File: config.mk
export PLATFORM = sky130hd
export DESIGN_NAME = hex_updown_counter
export DESIGN_NICKNAME = d
export VERILOG_FILES = /design/src/rtl/hex_updown_counter_pkg.sv /design/src/rtl/hex_updown_counter_hex7seg.sv /design/src/rtl/hex_updown_counter.sv
export SDC_FILE = /design/constraint.sdc
export NUM_CORES = 1
export LEC_CHECK = 0
export CORE_UTILIZATION = 45
export CTS_BUF_LIST = sky130_fd_sc_hd__clkbuf_8
export DETAILED_ROUTE_END_ITERATION = 7
export PLACE_DENSITY_LB_ADDON = 0.3
export SLEW_MARGIN = 0
export SYNTH_ARGS = -nofsm -noshare
export SYNTH_HDL_FRONTEND = slang
export SYNTH_HIERARCHICAL = 1
export SYNTH_SLANG_ARGS = --single-unit
File: constraint.sdc
create_clock -name clk -period 3 [get_ports clk]
set_clock_uncertainty 0.15 [all_clocks]
set_input_delay 0.3 -clock clk [delete_from_list [all_inputs] [get_ports clk]]
set_output_delay 0.3 -clock clk [all_outputs]
set_load 0.005 [all_outputs]
File: src/rtl/hex_updown_counter_pkg.sv
// rtl/hex_updown_counter_pkg.sv - shared segment constants and glyph lookup for hex_updown_counter
package hex_updown_counter_pkg;

  localparam int SEG_W = 7;

  // Active-low glyphs, bit 0 = segment a ... bit 6 = segment g; index 15 first
  localparam logic [15:0][SEG_W-1:0] GLYPHS = {
    7'b0001110,  // F
    7'b0000110,  // E
    7'b0100001,  // d
    7'b1000110,  // C
    7'b0000011,  // b
    7'b0001000,  // A
    7'b0010000,  // 9
    7'b0000000,  // 8
    7'b1111000,  // 7
    7'b0000010,  // 6
    7'b0010010,  // 5
    7'b0011001,  // 4
    7'b0110000,  // 3
    7'b0100100,  // 2
    7'b1111001,  // 1
    7'b1000000   // 0
  };

  localparam logic [SEG_W-1:0] GLYPH_ZERO = 7'b1000000;

  function automatic logic [SEG_W-1:0] glyph(input logic [3:0] nibble);
    return GLYPHS[nibble];
  endfunction

endpackage

File: src/rtl/hex_updown_counter_hex7seg.sv
// rtl/hex_updown_counter_hex7seg.sv - one nibble to one active-low 7-segment digit
module hex7seg
  import hex_updown_counter_pkg::*;
(
  input  logic [3:0]       nibble,
  output logic [SEG_W-1:0] seg
);

  // Pure table lookup; no state
  always_comb begin
    seg = glyph(nibble);
  end

endmodule

File: src/rtl/hex_updown_counter.sv
// rtl/hex_updown_counter.sv - prescaled up/down modulo counter with tc pulse and hex display decode (option: HEX_UPDOWN_COUNTER_SAT_EN)
module hex_updown_counter
  import hex_updown_counter_pkg::*;
#(
  parameter int                   NIBBLES = 2,
  parameter longint unsigned      MODULUS = 256,
  parameter int                   DIV     = 1
) (
  input  logic                       clk,
  input  logic                       clear,
  input  logic                       enable,
  input  logic                       up,
  input  logic                       load,
  input  logic [4*NIBBLES-1:0]       load_value,
  output logic [4*NIBBLES-1:0]       count,
  output logic                       tc,
  output logic [SEG_W*NIBBLES-1:0]   hex
);

  localparam int W     = 4 * NIBBLES;
  localparam int DIV_W = (DIV > 1) ? $clog2(DIV) : 1;

  // One extra bit so MODULUS = 2^W is representable in the compares
  localparam logic [W:0]       MOD_EXT  = MODULUS[W:0];
  localparam logic [W:0]       MAX_EXT  = MOD_EXT - 1'b1;
  localparam logic [W-1:0]     MAX_CNT  = MAX_EXT[W-1:0];
  localparam logic [DIV_W-1:0] DIV_LAST = DIV_W'(DIV - 1);

  logic [DIV_W-1:0] div_cnt, div_nxt;
  logic [W-1:0]     count_nxt;
  logic             tc_nxt;
  logic [W:0]       cnt_ext;
  logic [W:0]       load_ext;

  assign cnt_ext  = {1'b0, count};
  assign load_ext = {1'b0, load_value};

  // Next-state: load beats step, step only when the prescaler rolls over
  always_comb begin
    count_nxt = count;
    div_nxt   = div_cnt;
    tc_nxt    = 1'b0;
    if (load) begin
      count_nxt = (load_ext >= MOD_EXT) ? MAX_CNT : load_value;
      div_nxt   = '0;
    end else if (enable) begin
      if (div_cnt == DIV_LAST) begin
        div_nxt = '0;
        if (up) begin
          if (cnt_ext == MAX_EXT) begin
            tc_nxt = 1'b1;
`ifdef HEX_UPDOWN_COUNTER_SAT_EN
            count_nxt = count;
`else
            count_nxt = '0;
`endif
          end else begin
            count_nxt = count + W'(1);
          end
        end else begin
          if (count == '0) begin
            tc_nxt = 1'b1;
`ifdef HEX_UPDOWN_COUNTER_SAT_EN
            count_nxt = count;
`else
            count_nxt = MAX_CNT;
`endif
          end else begin
            count_nxt = count - W'(1);
          end
        end
      end else begin
        div_nxt = div_cnt + DIV_W'(1);
      end
    end
  end

  // State register; clear acts immediately regardless of clock
  always_ff @(posedge clk or posedge clear) begin
    if (clear) begin
      count   <= '0;
      div_cnt <= '0;
      tc      <= 1'b0;
    end else begin
      count   <= count_nxt;
      div_cnt <= div_nxt;
      tc      <= tc_nxt;
    end
  end

  // One decoder per digit, straight off the registered count
  generate
    for (genvar i = 0; i < NIBBLES; i++) begin : g_digit
      hex7seg u_seg (
        .nibble (count[4*i+3:4*i]),
        .seg    (hex[SEG_W*i+SEG_W-1:SEG_W*i])
      );
    end
  endgenerate

endmodule

==> results.md, run 1 <==
- Library cells used by synthesis: 43
- Routed Antenna Nets: 0
- Initial DRC count: 68
- Initial antenna violation count: 0
- Mux contribution to synthesized area: 13.93%
- Crit-path max FO: 17
- Final instance area: 1749 um^2
- DP Cell Count: 223
- Register area share after synthesis: 16.50%
- Worst path bufs/invs: 3
- Core Box Area: 2805 um^2
- Final setup viols: 0
- CTS Sinks: 9
- Worst Setup End Kind: output pin
- CP startpoint: count[0]$_DFFE_PP0P_
- Routed vias: 1317
- Hold_ws: 168.2 ps
- Minimum clock period: 2654 ps
- #FFs+latches synth: 9
- CP required: 2550 ps
- Kind of cell adding the most delay to the critical path: buffers and inverters
- Clk slew on worst S/H paths: 40 ps
- Pin count of the biggest net entering global routing: 24
- Cell repeated most along the worst path: inv_1
- CTS max path bufs: 2
- Synth warn: 6
- Violated checks: design-rule violations
- Worst setup SP type: register
- ANT cells: 0
- First-pass iteration count of the detailed router: 6
- Fmax: 0.3767 GHz
- CP Class: reg2out
- PnR Total Power: 685.8 uW
- Ports: 36
- Layout Cells excl Fill: 227
- Worst EP arrival: 2200 ps
- Overflow after GRT: 0
- Clk_lat worst skew: 230 ps
- Post-synthesis adder-cell area fraction: 15.58%
- Largest family of logic cells by synthesized area: compound AO/OA/AOI/OAI gates
- Stages on worst setup path: 5
- EDFF count, synth: 0
- Final number of hold-violating endpoints: 0
- Vias in the first global route: 1219
- Post-synthesis xor/xnor area fraction: 1.925%
- HP Class: in2async
- Reg2Reg Depth: 6
- Cell Pwr Density: 392.1 nW/um^2
- Syn Area/Cell: 8.223 um^2
- Synth Area in Simple Gates: 21.17%
- IO Port Bufs: 35
- Std-Cell Rows: 19
- Wire per inst: 13.93 um
- Cts bufs inserted: 3
- Die height: 57.08 um
- Final setup TNS: 0 ps
- Synth Cell Area: 1365 um^2
- Worst Tran Pin Value: 707.6 ps
- Post-synth ARST share: 100.0%
- Max Transition Viols Final: 0
- RSZ-0062 raised after global routing: false
- Commonest non-fill, non-tap cell in the layout: clkdlybuf4s50_1
- Dpl hpwl: 2452 um
- Compound-gate portion of the synthesized area: 21.63%
- Post-layout util: 62.36%
- Outcome: finished, violations left
- Post-Route WL: 3161 um
- Cts-stage hold buffer count: 0
- Leak Pwr: 0.7573 nW
- Layout cells sized above 1: 9.694%
- Synth Flop Type: dfrtp_1
- GP Congestion: 0.8811
- TritonCTS clock tree: yes
- Total global-route track usage: 21.29%
- Die area: 3258 um^2
- Die Wd: 57.08 um
- Drc violations: 4
- Final setup margin: 345.5 ps
- Max IR drop VDD: 0.1790 mV
- Slowest-stage cell, CP: dfrtp_2
- Mapped Cells: 166
- Vias per Instance: 5.802
- Setup WS pre-CTS: 404.0 ps
- Reg2reg start: count[3]$_DFFE_PP0P_
- R2r endpoint: count[0]$_DFFE_PP0P_
- CTS H-tree depth: 1
- Worst rel slew slack: 52.82%
- Number of max-cap violations: 0
- Global-route wire length before repair: 5485 um
- Area after DPL: 1703 um^2
- Area growth syn-to-layout: 28.14%
- Crit share post-route: 88.48%
- Critical Path End: hex[3]
- CTS root buffer: clkbuf_8
- Crit-path max cell delay: 530 ps
- R2R setup slack: 690 ps
- Initial core utilization: 48.66%
- Critical path cell sequence: inv_1, ha_1, inv_1, mux4_1, clkdlybuf4s50_1
- Fillers: 247
- Final nets: 227
- Synth Net Count: 196
- Most frequent cells in the layout: 35 x clkdlybuf4s50_1, 17 x o21ai_0, 17 x ha_1
-- layer usage --
layer / track usage (%) / wire [um]
met1: 25.89 / 1391
met2: 39.16 / 1631
met3: 1.587 / 106
met4: 8.014 / 32
met5: 0 / 0
-- logic make-up (layout without fill, tap and decap cells) --
logic type / count (synthesis) / in the layout
AOI/OAI and AO/OA: 46 / 46
xor gates and xnor gates: 3 / 3
buffers and inverters: 25 / 55
and+or+nand+nor: 51 / 51
muxes: 15 / 15
adders and majority gates: 17 / 17
DFF: 9 / 9
-- state kept, by name, summed over array words and instances, names as in the netlist --
register,flops
count,8
tc,1
-- synth_stat cells, types with 2 or more instances --
cell type	count	area (um^2)
nor2_1	14	52.55
and2b_2	2	17.52
o21a_1	3	22.52
a32o_1	2	20.02
mux2_2	2	22.52
mux2i_1	10	100.1
nand3_1	7	35.03
o21ai_0	17	85.08
nand2b_1	2	12.51
clkbuf_1	4	15.01
o21ai_2	2	17.52
a22o_1	5	43.79
inv_1	12	45.04
nand4_1	2	12.51
or3b_1	3	26.28
dfrtp_1	9	225.2
nand2_1	11	41.29
ha_1	17	212.7
xnor2_1	2	17.52
o22ai_1	2	12.51
buf_6	3	33.78
a21oi_1	8	40.04
or3_1	2	12.51
buf_2	5	25.02
mux4_1	2	52.55
-- timing repair --
item                                    CTS  global route
buffers inserted                          0             0
resized for setup                         0             1
endpoints found under the setup margin    0             1
-- final cells by class --
type | count | area (um^2) | share of cell area (%)
Inverter | 12 | 45.04 | 2.575
Tap cell | 31 | 38.79 | 2.217
Multi-Input combinational cell | 132 | 1013 | 57.94
Sequential cell | 9 | 226.5 | 12.95
Clock inverter | 1 | 3.754 | 0.2146
Clock buffer | 3 | 41.29 | 2.361
Timing Repair Buffer | 39 | 380.4 | 21.75
-- report_power, final --
group          total (mW)  leakage, nW  internal, mW  switching, mW
registers           0.184        0.110         0.134         0.0492
logic               0.368        0.621         0.213          0.155
clock network       0.134       0.0269        0.0888         0.0450
total               0.686        0.757         0.436          0.249
-- worst min-delay path by stage --
stage           from                   end  slack (ps)  depth (start not counted)
2_1_floorplan  clear  count[0]$_DFFE_PP0P_         -20                          1
3_3_place_gp   clear  count[1]$_DFFE_PP0P_         420                          2
4_1_cts        clear  count[3]$_DFFE_PP0P_         180                          2
5_1_grt        clear  count[3]$_DFFE_PP0P_         210                          2
3_5_place_dp   clear  count[1]$_DFFE_PP0P_         420                          2
6_report       clear  count[3]$_DFFE_PP0P_         170                          2
Note: power is estimated with default switching activity, not from simulation.
==> run 2: changes to the inputs <==
CORE_ASPECT_RATIO = 1.5   (was not set)
==> run 2 against run 1 <==
- the flow still finishes with violations (design-rule violations)
- via count rose by 5.4%
- total power rose by 3.3%
- maximum frequency rose by 1.5%
- sequential power fell by 7%
- design area rose by 1.8%
- global-route usage rose by 2.3 points
- largest power group unchanged
==> results.md, run 2 (synthesized netlist as in run 1, its figures left out) <==
- Overflow after GRT: 0 (unchanged)
- Crit-path max FO: 5 (was 17)
- Final setup viols: 0 (unchanged)
- Pin count of the biggest net entering global routing: 21 (was 24)
- Routed Antenna Nets: 0 (unchanged)
- First-pass iteration count of the detailed router: 8 (was 6)
- Vias in the first global route: 1302 (was 1219)
- IO Port Bufs: 35 (unchanged)
- Commonest non-fill, non-tap cell in the layout: clkdlybuf4s50_1 (unchanged)
- Final setup margin: 384.0 ps (was 345.5 ps)
- Dpl hpwl: 2685 um (was 2452 um)
- PnR Total Power: 708.1 uW (was 685.8 uW)
- CTS root buffer: clkbuf_8 (unchanged)
- Worst Setup End Kind: output pin (unchanged)
- Layout Cells excl Fill: 238 (was 227)
- Ports: 36 (unchanged)
- Clk_lat worst skew: 240 ps (was 230 ps)
- Core Box Area: 2883 um^2 (was 2805 um^2)
- Area growth syn-to-layout: 30.43% (was 28.14%)
- Die height: 69.46 um (was 57.08 um)
- Die Wd: 46.97 um (was 57.08 um)
- GP Congestion: 0.9889 (was 0.8811)
- Worst setup SP type: register (unchanged)
- Cts-stage hold buffer count: 0 (unchanged)
- Global-route wire length before repair: 5754 um (was 5485 um)
- Vias per Instance: 5.832 (was 5.802)
- Worst EP arrival: 2170 ps (was 2200 ps)
- ANT cells: 0 (unchanged)
- Cell Pwr Density: 397.7 nW/um^2 (was 392.1 nW/um^2)
- Final nets: 230 (was 227)
- CP Class: reg2out (unchanged)
- CTS H-tree depth: 1 (unchanged)
- Post-layout util: 61.76% (was 62.36%)
- Post-Route WL: 3533 um (was 3161 um)
- Routed vias: 1388 (was 1317)
- CP startpoint: count[1]$_DFFE_PP0P_ (was count[0]$_DFFE_PP0P_)
- Critical Path End: hex[0] (was hex[3])
- Final instance area: 1780 um^2 (was 1749 um^2)
- Worst rel slew slack: 59.73% (was 52.82%)
- R2R setup slack: 560 ps (was 690 ps)
- Most frequent cells in the layout: 35 x clkdlybuf4s50_1, 17 x o21ai_0, 17 x ha_1 (unchanged)
- Number of max-cap violations: 0 (unchanged)
- CP required: 2550 ps (about the same)
- Reg2Reg Depth: 8 (was 6)
- TritonCTS clock tree: yes (unchanged)
- Biggest regs: count x8, tc x1 (unchanged)
- Initial core utilization: 47.35% (was 48.66%)
- Drc violations: 1 (was 4)
- Hold_ws: 210.1 ps (was 168.2 ps)
- Max reg flops: 8 (unchanged)
- Setup WS pre-CTS: 608.4 ps (was 404.0 ps)
- Setup bufs post-CTS: 0 (unchanged)
- Area after DPL: 1735 um^2 (was 1703 um^2)
- Max IR drop VDD: 0.3190 mV (was 0.1790 mV)
- Biggest register: count (unchanged)
- Std-Cell Rows: 24 (was 19)
- CTS max path bufs: 2 (unchanged)
- RSZ-0062 raised after global routing: false (unchanged)
- Crit share post-route: 87.20% (was 88.48%)
- Final number of hold-violating endpoints: 0 (unchanged)
- Max Transition Viols Final: 0 (unchanged)
- Minimum clock period: 2616 ps (was 2654 ps)
- Cts bufs inserted: 3 (unchanged)
- HP Class: in2async (unchanged)
- Outcome: finished, violations left (unchanged)
- Worst Tran Pin Value: 602.1 ps (was 707.6 ps)
- Initial DRC count: 51 (was 68)
- Final setup TNS: 0 ps (unchanged)
- Wire per inst: 14.84 um (was 13.93 um)
- Total global-route track usage: 23.61% (was 21.29%)
- Clk slew on worst S/H paths: 50 ps (was 40 ps)
- Reg2reg start: count[0]$_DFFE_PP0P_ (was count[3]$_DFFE_PP0P_)
- Die area: 3262 um^2 (was 3258 um^2)
- Leak Pwr: 0.7732 nW (was 0.7573 nW)
- Initial antenna violation count: 0 (unchanged)
- Resized Gates After CTS: 0 (unchanged)
- Fmax: 0.3823 GHz (was 0.3767 GHz)
- DP Cell Count: 234 (was 223)
- CTS Sinks: 9 (unchanged)
- Violated checks: design-rule violations (unchanged)
- R2r endpoint: count[3]$_DFFE_PP0P_ (was count[0]$_DFFE_PP0P_)
- Layout cells sized above 1: 10.55% (was 9.694%)
-- run 2: cell count changes in the layout (fill, tap and decap cells not counted) --
cell / delta
buf_4: +3
dfrtp_1: +1
dfrtp_2: -1
-- run 2: critical path, cell delays in order (launching register included) --
cell             delay (ps)
dfrtp_1                 370
inv_1                   140
ha_1                    220
and2b_2                 230
or3b_1                  360
o21ai_0                  90
clkdlybuf4s50_1         530
-- run 2: area by class of cell --
type                    count  area [um^2]
fillers                   260         1102
clock inverters             1        3.754
repair buffers             42        402.9
well taps                  39        48.80
inverters                  12        45.04
flip-flops and latches      9        225.2
clock buffers               3        41.29
multi-input cells         132         1013
-- run 2: worst min-delay path by stage --
stage | startpoint | slack (ps) | cells past startpoint | endpoint
finish | clear | 210 | 2 | count[0]$_DFFE_PP0P_
global route | clear | 240 | 2 | count[3]$_DFFE_PP0P_
CTS | clear | 210 | 2 | count[0]$_DFFE_PP0P_
detailed placement | clear | 460 | 2 | count[1]$_DFFE_PP0P_
global placement | clear | 450 | 2 | count[1]$_DFFE_PP0P_
floorplan | clear | -20 | 1 | count[0]$_DFFE_PP0P_
-- run 2: power breakdown --
| part | internal (mW) | switching, mW |
|---|---|---|
| sequential | 0.134 | 0.0366 |
| combinational | 0.219 | 0.173 |
| clock | 0.0898 | 0.0554 |
-- run 2: metal layers --
metal | up-vias | global-route usage, % | routed length [um]
met1 | 664 | 26.90 | 1351
met4 | 0 | 7.619 | 70
li1 | 663 | - | -
met3 | 6 | 1.563 | 143
met2 | 55 | 43.21 | 1968
met5 | - | 0 | 0
